===== src/rtl/trap_sequencer.sv =====
// ---------------------------------------------------------------------------
// trap_sequencer
//
// Core-side trap/return sequencer. Takes interrupts from the interrupt
// controller at instruction boundaries, takes synchronous exceptions at any
// time, and executes MRET. Each accepted event runs a fixed three-step
// sequence:
//   accept (IDLE) -> SAVE or RESTORE strobe -> REDIRECT -> IDLE
// SAVE writes mepc/mcause/mtval and stacks MIE in the CSR unit.
// RESTORE unstacks MIE.
// REDIRECT loads the trap vector (or mepc) into the PC.
// After every redirect a short holdoff blocks new interrupts but not
// exceptions, so the handler's first instruction can issue.
//
// Parameters
//   VEC_CAUSES      vectored-mode interrupts with cause[4:0] < VEC_CAUSES jump
//                   to base + 4*cause; every other trap jumps to base
//   HOLDOFF_CYCLES  IDLE cycles after a redirect during which interrupts
//                   are not accepted (0 = no holdoff)
//
// Optional build macro
//   TRAP_COUNTERS_EN  adds saturating int_count / exc_count outputs
//
// Ports
//   clk, rst_n         clock, asynchronous active-low reset
//   interrupt_req      pending enabled interrupt
//   interrupt_cause    mcause for that interrupt (bit31 = 1)
//   instr_boundary     an instruction retires this cycle, next_pc valid
//   next_pc            PC of the next instruction to execute
//   exc_req            synchronous exception on the current instruction
//   exc_cause          exception mcause (bit31 = 0)
//   exc_pc             PC of the faulting instruction
//   exc_tval           exception mtval
//   mret_req           MRET retiring this cycle
//   mtvec, mepc        current CSR values
//   trap_save          one-cycle CSR save strobe
//   mepc_wdata         saved PC (held until the next capture)
//   mcause_wdata       saved cause (held until the next capture)
//   mtval_wdata        saved tval (held until the next capture)
//   mret_restore       one-cycle CSR restore strobe
//   flush              kill in-flight instructions
//   stall              hold fetch/issue (high in every non-IDLE state)
//   pc_redirect        one-cycle PC load strobe
//   redirect_pc        PC load target
//   int_ack            one-cycle: interrupt taken
//   int_count          (TRAP_COUNTERS_EN) interrupts taken
//   exc_count          (TRAP_COUNTERS_EN) exceptions taken
// ---------------------------------------------------------------------------
module trap_sequencer #(
  parameter int VEC_CAUSES     = 16,
  parameter int HOLDOFF_CYCLES = 1
) (
  input  logic        clk,
  input  logic        rst_n,
  input  logic        interrupt_req,
  input  logic [31:0] interrupt_cause,
  input  logic        instr_boundary,
  input  logic [31:0] next_pc,
  input  logic        exc_req,
  input  logic [31:0] exc_cause,
  input  logic [31:0] exc_pc,
  input  logic [31:0] exc_tval,
  input  logic        mret_req,
  input  logic [31:0] mtvec,
  input  logic [31:0] mepc,
  output logic        trap_save,
  output logic [31:0] mepc_wdata,
  output logic [31:0] mcause_wdata,
  output logic [31:0] mtval_wdata,
  output logic        mret_restore,
  output logic        flush,
  output logic        stall,
  output logic        pc_redirect,
  output logic [31:0] redirect_pc,
  output logic        int_ack
`ifdef TRAP_COUNTERS_EN
  ,
  output logic [31:0] int_count,
  output logic [31:0] exc_count
`endif
);

  localparam logic [1:0] ST_IDLE     = 2'd0;
  localparam logic [1:0] ST_SAVE     = 2'd1;
  localparam logic [1:0] ST_RESTORE  = 2'd2;
  localparam logic [1:0] ST_REDIRECT = 2'd3;

  // The counter must hold HOLDOFF_CYCLES. Keep at least one bit so the
  // zero-holdoff build still has a legal (always-zero) register.
  localparam int HOLD_W = (HOLDOFF_CYCLES > 0) ? $clog2(HOLDOFF_CYCLES + 1) : 1;
  localparam logic [HOLD_W-1:0] HOLD_LOAD = HOLD_W'(HOLDOFF_CYCLES);
  localparam logic [HOLD_W-1:0] HOLD_ONE  = HOLD_W'(1);
  localparam int unsigned VEC_LIMIT = VEC_CAUSES;

  logic [1:0]        state;
  logic [1:0]        state_next;
  logic [HOLD_W-1:0] holdoff_cnt;

  logic [31:0] cap_cause;
  logic [31:0] cap_epc;
  logic [31:0] cap_tval;
  logic        cap_is_int;
  logic [31:0] target_pc;

  logic accept_exc;
  logic accept_mret;
  logic accept_int;

  logic [31:0] trap_base;
  logic        vec_hit;
  logic [31:0] trap_target;
  logic [31:0] mret_target;

  // mepc[1:0] is forced to zero in the return target and is otherwise unused.
  logic unused_mepc_bits;
  assign unused_mepc_bits = &{1'b0, mepc[1:0]};

  // Acceptance and next state. Exceptions beat MRET, and MRET beats
  // interrupts. Only the interrupt path looks at the holdoff counter and the
  // boundary qualifier. Requests are ignored outside IDLE.
  always_comb begin
    state_next  = state;
    accept_exc  = 1'b0;
    accept_mret = 1'b0;
    accept_int  = 1'b0;
    case (state)
      ST_IDLE: begin
        if (exc_req) begin
          accept_exc = 1'b1;
          state_next = ST_SAVE;
        end else if (mret_req) begin
          accept_mret = 1'b1;
          state_next  = ST_RESTORE;
        end else if (interrupt_req && instr_boundary && (holdoff_cnt == '0)) begin
          accept_int = 1'b1;
          state_next = ST_SAVE;
        end
      end
      ST_SAVE:     state_next = ST_REDIRECT;
      ST_RESTORE:  state_next = ST_REDIRECT;
      ST_REDIRECT: state_next = ST_IDLE;
      default:     state_next = ST_IDLE;
    endcase
  end

  // Trap vector. Only mode 2'b01 vectors, and only interrupts (cause[31])
  // whose cause number is inside the vector table. Modes 2'b10 and 2'b11
  // fall back to direct.
  always_comb begin
    trap_base   = {mtvec[31:2], 2'b00};
    vec_hit     = (mtvec[1:0] == 2'b01) && cap_cause[31] &&
                  (32'(cap_cause[4:0]) < VEC_LIMIT);
    trap_target = vec_hit ? (trap_base + {25'd0, cap_cause[4:0], 2'b00})
                          : trap_base;
    mret_target = {mepc[31:2], 2'b00};
  end

  always_ff @(posedge clk or negedge rst_n) begin
    if (!rst_n) begin
      state <= ST_IDLE;
    end else begin
      state <= state_next;
    end
  end

  // The counter reloads on every redirect and drains only while IDLE, so a
  // trap that is taken during the holdoff still gets a full holdoff after
  // its own redirect.
  always_ff @(posedge clk or negedge rst_n) begin
    if (!rst_n) begin
      holdoff_cnt <= '0;
    end else if (state == ST_REDIRECT) begin
      holdoff_cnt <= HOLD_LOAD;
    end else if ((state == ST_IDLE) && (holdoff_cnt != '0)) begin
      holdoff_cnt <= holdoff_cnt - HOLD_ONE;
    end
  end

  // The capture registers drive the CSR write data directly. They keep their
  // value until the next trap is accepted. MRET only clears the interrupt
  // flag so the REDIRECT that follows it does not raise int_ack.
  always_ff @(posedge clk or negedge rst_n) begin
    if (!rst_n) begin
      cap_cause  <= '0;
      cap_epc    <= '0;
      cap_tval   <= '0;
      cap_is_int <= 1'b0;
    end else if (accept_exc) begin
      cap_cause  <= exc_cause;
      cap_epc    <= exc_pc;
      cap_tval   <= exc_tval;
      cap_is_int <= 1'b0;
    end else if (accept_int) begin
      cap_cause  <= interrupt_cause;
      cap_epc    <= next_pc;
      cap_tval   <= '0;
      cap_is_int <= 1'b1;
    end else if (accept_mret) begin
      cap_is_int <= 1'b0;
    end
  end

  // The redirect target is latched in the cycle before REDIRECT. A trap uses
  // mtvec as seen during SAVE, and a return uses mepc as seen during RESTORE.
  always_ff @(posedge clk or negedge rst_n) begin
    if (!rst_n) begin
      target_pc <= '0;
    end else if (state == ST_SAVE) begin
      target_pc <= trap_target;
    end else if (state == ST_RESTORE) begin
      target_pc <= mret_target;
    end
  end

  assign trap_save    = (state == ST_SAVE);
  assign mret_restore = (state == ST_RESTORE);
  assign flush        = (state == ST_SAVE) || (state == ST_RESTORE);
  assign stall        = (state != ST_IDLE);
  assign pc_redirect  = (state == ST_REDIRECT);
  assign int_ack      = (state == ST_REDIRECT) && cap_is_int;
  assign redirect_pc  = target_pc;
  assign mepc_wdata   = cap_epc;
  assign mcause_wdata = cap_cause;
  assign mtval_wdata  = cap_tval;

`ifdef TRAP_COUNTERS_EN
  // Interrupts are counted on int_ack. Exceptions are counted on their SAVE
  // strobe. A sequence cut short by reset is cleared along with the counters.
  always_ff @(posedge clk or negedge rst_n) begin
    if (!rst_n) begin
      int_count <= '0;
      exc_count <= '0;
    end else begin
      if (int_ack && (int_count != 32'hFFFF_FFFF)) begin
        int_count <= int_count + 32'd1;
      end
      if (trap_save && !cap_is_int && (exc_count != 32'hFFFF_FFFF)) begin
        exc_count <= exc_count + 32'd1;
      end
    end
  end
`endif

endmodule

===== config.mk =====
export PLATFORM = sky130hd
export DESIGN_NAME = trap_sequencer
export DESIGN_NICKNAME = d
export VERILOG_FILES = /design/src/rtl/trap_sequencer.sv
export SDC_FILE = /design/constraint.sdc
export NUM_CORES = 1
export LEC_CHECK = 0
export CAP_MARGIN = 5
export CORE_AREA = 2 2 143 145
export CTS_CLUSTER_SIZE = 30
export DETAILED_ROUTE_END_ITERATION = 7
export DIE_AREA = 0 0 145 147
export HOLD_SLACK_MARGIN = 0.03
export PLACE_DENSITY_LB_ADDON = 0.1
export SETUP_SLACK_MARGIN = 0.15
export SLEW_MARGIN = 0
export SYNTH_ARGS = -nofsm -noshare
export SYNTH_HDL_FRONTEND = slang
export SYNTH_SLANG_ARGS = --single-unit

===== constraint.sdc =====
create_clock -name clk -period 6.42 [get_ports clk]
set_input_delay 0.963 -clock clk [delete_from_list [all_inputs] [get_ports clk]]
set_output_delay 0.963 -clock clk [all_outputs]
set_load 0.01 [all_outputs]

; Word level (Yosys, flattened, before mapping)
; Index checks and enable logic that the tools add are counted.
[word_totals]
reg_bits = 132
in_bits = 230
elab_cells = 57
[op_classes]
addsub = 2
magnitude_cmp = 1
eq_ne = 5
muxes = 27
bitwise_logic = 1
n_reduce_logical = 14
[op_table]
columns = cell, n
row1 = $mux W32, 9
row2 = $add A32 B7 Y32, 1
row3 = $mux W1, 14
row4 = $reduce_bool A2 Y1, 4
row5 = $logic_and A1 B1 Y1, 6
row6 = $mux W2, 3
row7 = $pmux W2 S3, 1
row8 = $lt A5 B5 Y1 const B, 1
row9 = $eq A2 B1 Y1 const B, 2
row10 = $eq A2 B2 Y1 const B, 2
row11 = $ne A4 B4 Y1 const B, 1
row12 = $reduce_bool A3 Y1, 1
row13 = $logic_not A2 Y1, 1
row14 = $reduce_or A2 Y1, 1
row15 = $logic_or A1 B1 Y1, 1
row16 = $not A1 Y1, 1
row17 = $sub A1 B1 Y1 const B, 1

; Depth between registers and ports, before layout
[logic_depth]
word_depth = 8
ltp_mapped = 8
ltp_nobuf = 7

; Least setup slack after synthesis
; OpenSTA, ideal clock, no wires.
[synth_path]
kind = input port to flip-flop
start = input mtvec[2]
end = register target_pc[12], in the netlist redirect_pc[12]
arrival_time_ns = 2.735
required_time_ns = 6.356
slack_ns = 3.621
stages = 8
cell_sequence = ha_1 -> fa_1 -> a211o_1 -> a21oi_2 -> buf_2 -> o21ai_0 -> a31oi_1 -> a21o_1
[synth_between]
elab_chain_len = 3
[synth_lines]
columns = element, line
row1 = from (decl), 64  ; input logic [31:0] mtvec,
row2 = $add A32 B7 Y32, 153  ; trap_target = vec_hit ? (trap_base + {25'd0, cap_cause[4:0], 2'b00})
row3 = $mux W32, 153
row4 = $mux W32, 208  ; end else if (state == ST_SAVE) begin
row5 = to (signal assigned), 209  ; target_pc <= trap_target;
row6 = to (signal assigned), 211  ; target_pc <= mret_target;
row7 = to (decl), 103  ; logic [31:0] target_pc;
; No other way between the ends.
; A chain may end at the register's enable or synchronous reset.

; Worst setup path in the final report
[layout_path]
start = input mtvec[2]
end = register target_pc[10], in the netlist redirect_pc[10]
; The elaborated chain is that of the path after synthesis.

==> flow_metrics.py <==
metrics = {
    "floorplan": {
        "dieWidth_um": 145,
        "core_mm2": 0.0198,
        "ios": 364,
        "start_util": 0.325,
        "die_h_um": 147,
        "die_area_mm2": 0.0213,
        "rows": 52,
    },
    "logic_synthesis": {
        "netlist.top_cell.by_area": "dfrtp_1",
        "synth_area_per_cell_um2": 10.7,
        "synth-edff-count": 0,
        "netlist_instances": 604,
        "yosys_warnings": 0,
        "ys.flop_type": "dfrtp_1",
        "synth_area_leaders": "dfrtp_1 50%, mux2i_1 11%, o21ai_0 5.9%, a22o_1 4.5%, nand2_1 4.4%",
        "synth_commonest_cells": "130 x dfrtp_1, 76 x nand2_1, 76 x o21ai_0, 68 x mux2i_1, 33 x a22o_1",
        "synthArstFlopShare": 1.00,
        "ys_seq_area_frac": 0.504,
        "yosys_register_bits": 130,
        "synth.distinct_cells": 48,
        "synth.most_common_cell": "dfrtp_1",
        "syn_area_mm2": 0.00645,
        "yosysTopAreaCellShare": 0.504,
    },
    "power": {
        "clkPwrFrac": 0.200,
        "switching_share": 0.362,
        "switchingPower_uw": 1730,
        "ir_drop_mv": 0.174,
        "p_int_uw": 3050,
        "p_seq_frac": 0.299,
        "leakagePower_uw": 0.00435,
        "power_density_mw_per_mm2": 440,
        "power_frac_comb": 0.501,
    },
    "clock_network": {
        "clock_latency_ps": 410,
        "hold_buffers": 0,
        "cts_tree": "built",
        "cts_resized": 0,
        "h-tree-depth": 4,
        "post_cts_buffers": 0,
        "clock_sinks": 130,
        "cts_max_path_buffers": 2,
        "path_clk_slew_ps": 60,
        "root_buffer": "clkbuf_16",
        "cts_made_buffers": 17,
    },
    "critical_path": {
        "cp.required_ps": 6720,
        "rr_startpoint": "mcause_wdata[0]",
        "cp_max_fo": 16,
        "crit_arrival_ps": 3570,
        "cp-startpoint": "mtvec[2]",
        "cp-start-kind": "input port",
        "critPathKind": "in2reg",
        "crit_path_end_kind": "flip-flop",
    },
    "detailed_routing": {
        "drcViolationCount": 0,
        "drt-initial-drc-count": 174,
        "wl_per_cell_um": 17.4,
        "wl_um": 21400,
        "firstDrtPassIters": 4,
        "vias": 5773,
        "via_per_inst": 4.69,
        "antenna_left": 0,
    },
    "timing": {
        "rsz0062_at_grt": "false",
        "fmax_mhz": 306,
        "tightest_slew_ps": 955,
        "fin_tns_setup_ps": 0,
        "skew_ps": 5.15,
        "relSlewSlack": 0.361,
        "post-route-min-period_ps": 3270,
        "fin_ws_ps": 3150,
        "maxSlewViolCount": 0,
        "hold_viol": 0,
        "setup-violations-final": 0,
        "finalCritPeriodShare": 0.509,
    },
    "finish": {
        "num_antenna_cells": 0,
        "syn_to_final_growth_pct": 68.0,
        "drive_above_1_share": 0.0646,
        "instances_no_fill": 1230,
        "finalInstanceArea_mm2": 0.0108,
        "utilization": 0.546,
        "nNetsFinal": 1188,
    },
    "placement": {
        "place_inst": 1198,
        "pre_cts_slack_ps": 2680,
        "gp_congestion": 0.756,
        "hpwl_um": 16000,
        "dpl-instance-area_mm2": 0.0103,
        "portBuffers": 359,
    },
    "global_route": {
        "grt.overflow.total": 0,
        "grt_first_pass_wirelength_um": 33700,
        "gr-usage-all-layers": 0.202,
        "grt_pass1_vias": 5977,
        "antenna_found_initial": 0,
        "grt_max_degree": 67,
    },
    "min_path": {
        "holdCritPathClass": "reg2reg",
        "hold_path_startpoint": "mepc_wdata[9]",
    },
    "flow_run": {
        "maxCapViolCount": 0,
    },
    "outcome": {
        "outcome": "complete, no violations",
    },
}
path summary, 6_finish.rpt:
kind	end	slack (ps)	cells past startpoint
max reg2reg	redirect_pc[10]	3770	7
min reg2reg	mepc_wdata[9]	470	2
min in group asynchronous	redirect_pc[8]	530	1
max in group asynchronous	mcause_wdata[14]	4590	2
min	mepc_wdata[9]	470	2
max	redirect_pc[10]	3150	8
cell type report:
class                           instances  area [µm²]
Tap cell                              270         338
Timing Repair Buffer                  368        3660
Clock inverter                         12         134
Sequential cell                       130        3250
Clock buffer                           20         447
Inverter                                8        30.0
Multi-Input combinational cell        422        2980
Fill cell                            1798        9000
kinds of logic after synthesis:
| logic type | count (synthesis) | share of synthesized area |
|---|---|---|
| AO/OA/AOI/OAI | 195 | 0.200 |
| other | 1 | 0.000581 |
| multiplexers | 68 | 0.105 |
| adder cells (fa/ha/maj) | 11 | 0.0225 |
| AND/OR/NAND/NOR | 123 | 0.0990 |
| XOR/XNOR | 23 | 0.0312 |
| flip-flops | 130 | 0.504 |
| buffers and inverters | 53 | 0.0372 |
state kept, by name (all words and copies together), names as in the netlist:
name / cells
redirect_pc: 30
mtval_wdata: 32
mcause_wdata: 32
cap_is_int: 1
state: 2
mepc_wdata: 32
holdoff_cnt: 1
metrics by stage:
stage	power (µW)	hold slack [ps]
5_1_grt	5100	496
3_3_place_gp	3840	459
3_5_place_dp	3870	468
6_report	4770	474
4_1_cts	4850	482
2_1_floorplan	2600	445
routing by layer:
layer  routed length, µm  part of all wire  track usage  vias to the layer above
met5                   0                 0            0                        -
met4                 450             0.021       0.0653                        0
met3                1720             0.081       0.0727                       32
met2               10800              0.50        0.350                      216
met1                8430              0.39        0.235                     2652
li1                    -                 -            -                     2873
cell usage in the layout (no fill, tap or decap), types with 8 or more instances in the layout:
master,instances
a22oi_1,20
inv_1,8
ha_1,10
o21ai_1,22
clkdlybuf4s50_1,358
o21ai_0,76
nand3_1,8
nand2_1,76
mux2i_1,68
a21oi_1,9
nor2_1,11
dfrtp_1,130
a22o_1,33
a21o_1,9
buf_4,9
clkbuf_16,17
xnor2_1,23
power by group through the flow:
stage                     clock network [µW]  registers (µW)  logic (µW)
final                                    955            1430        2390
after global routing                    1020            1470        2610
after CTS                                984            1430        2440
after detailed placement                   0            1430        2440
after global placement                     0            1420        2420
after floorplan                            0            1600         995
worst max-delay path, stage by stage:
cell and delay, ps:
clkdlybuf4s50_1 430, ha_1 240, fa_1 430, a211o_1 340, a21oi_2 680, or3_1 200
nand3_1 80, a22o_1 190
Power figures use the tool's default switching activity.
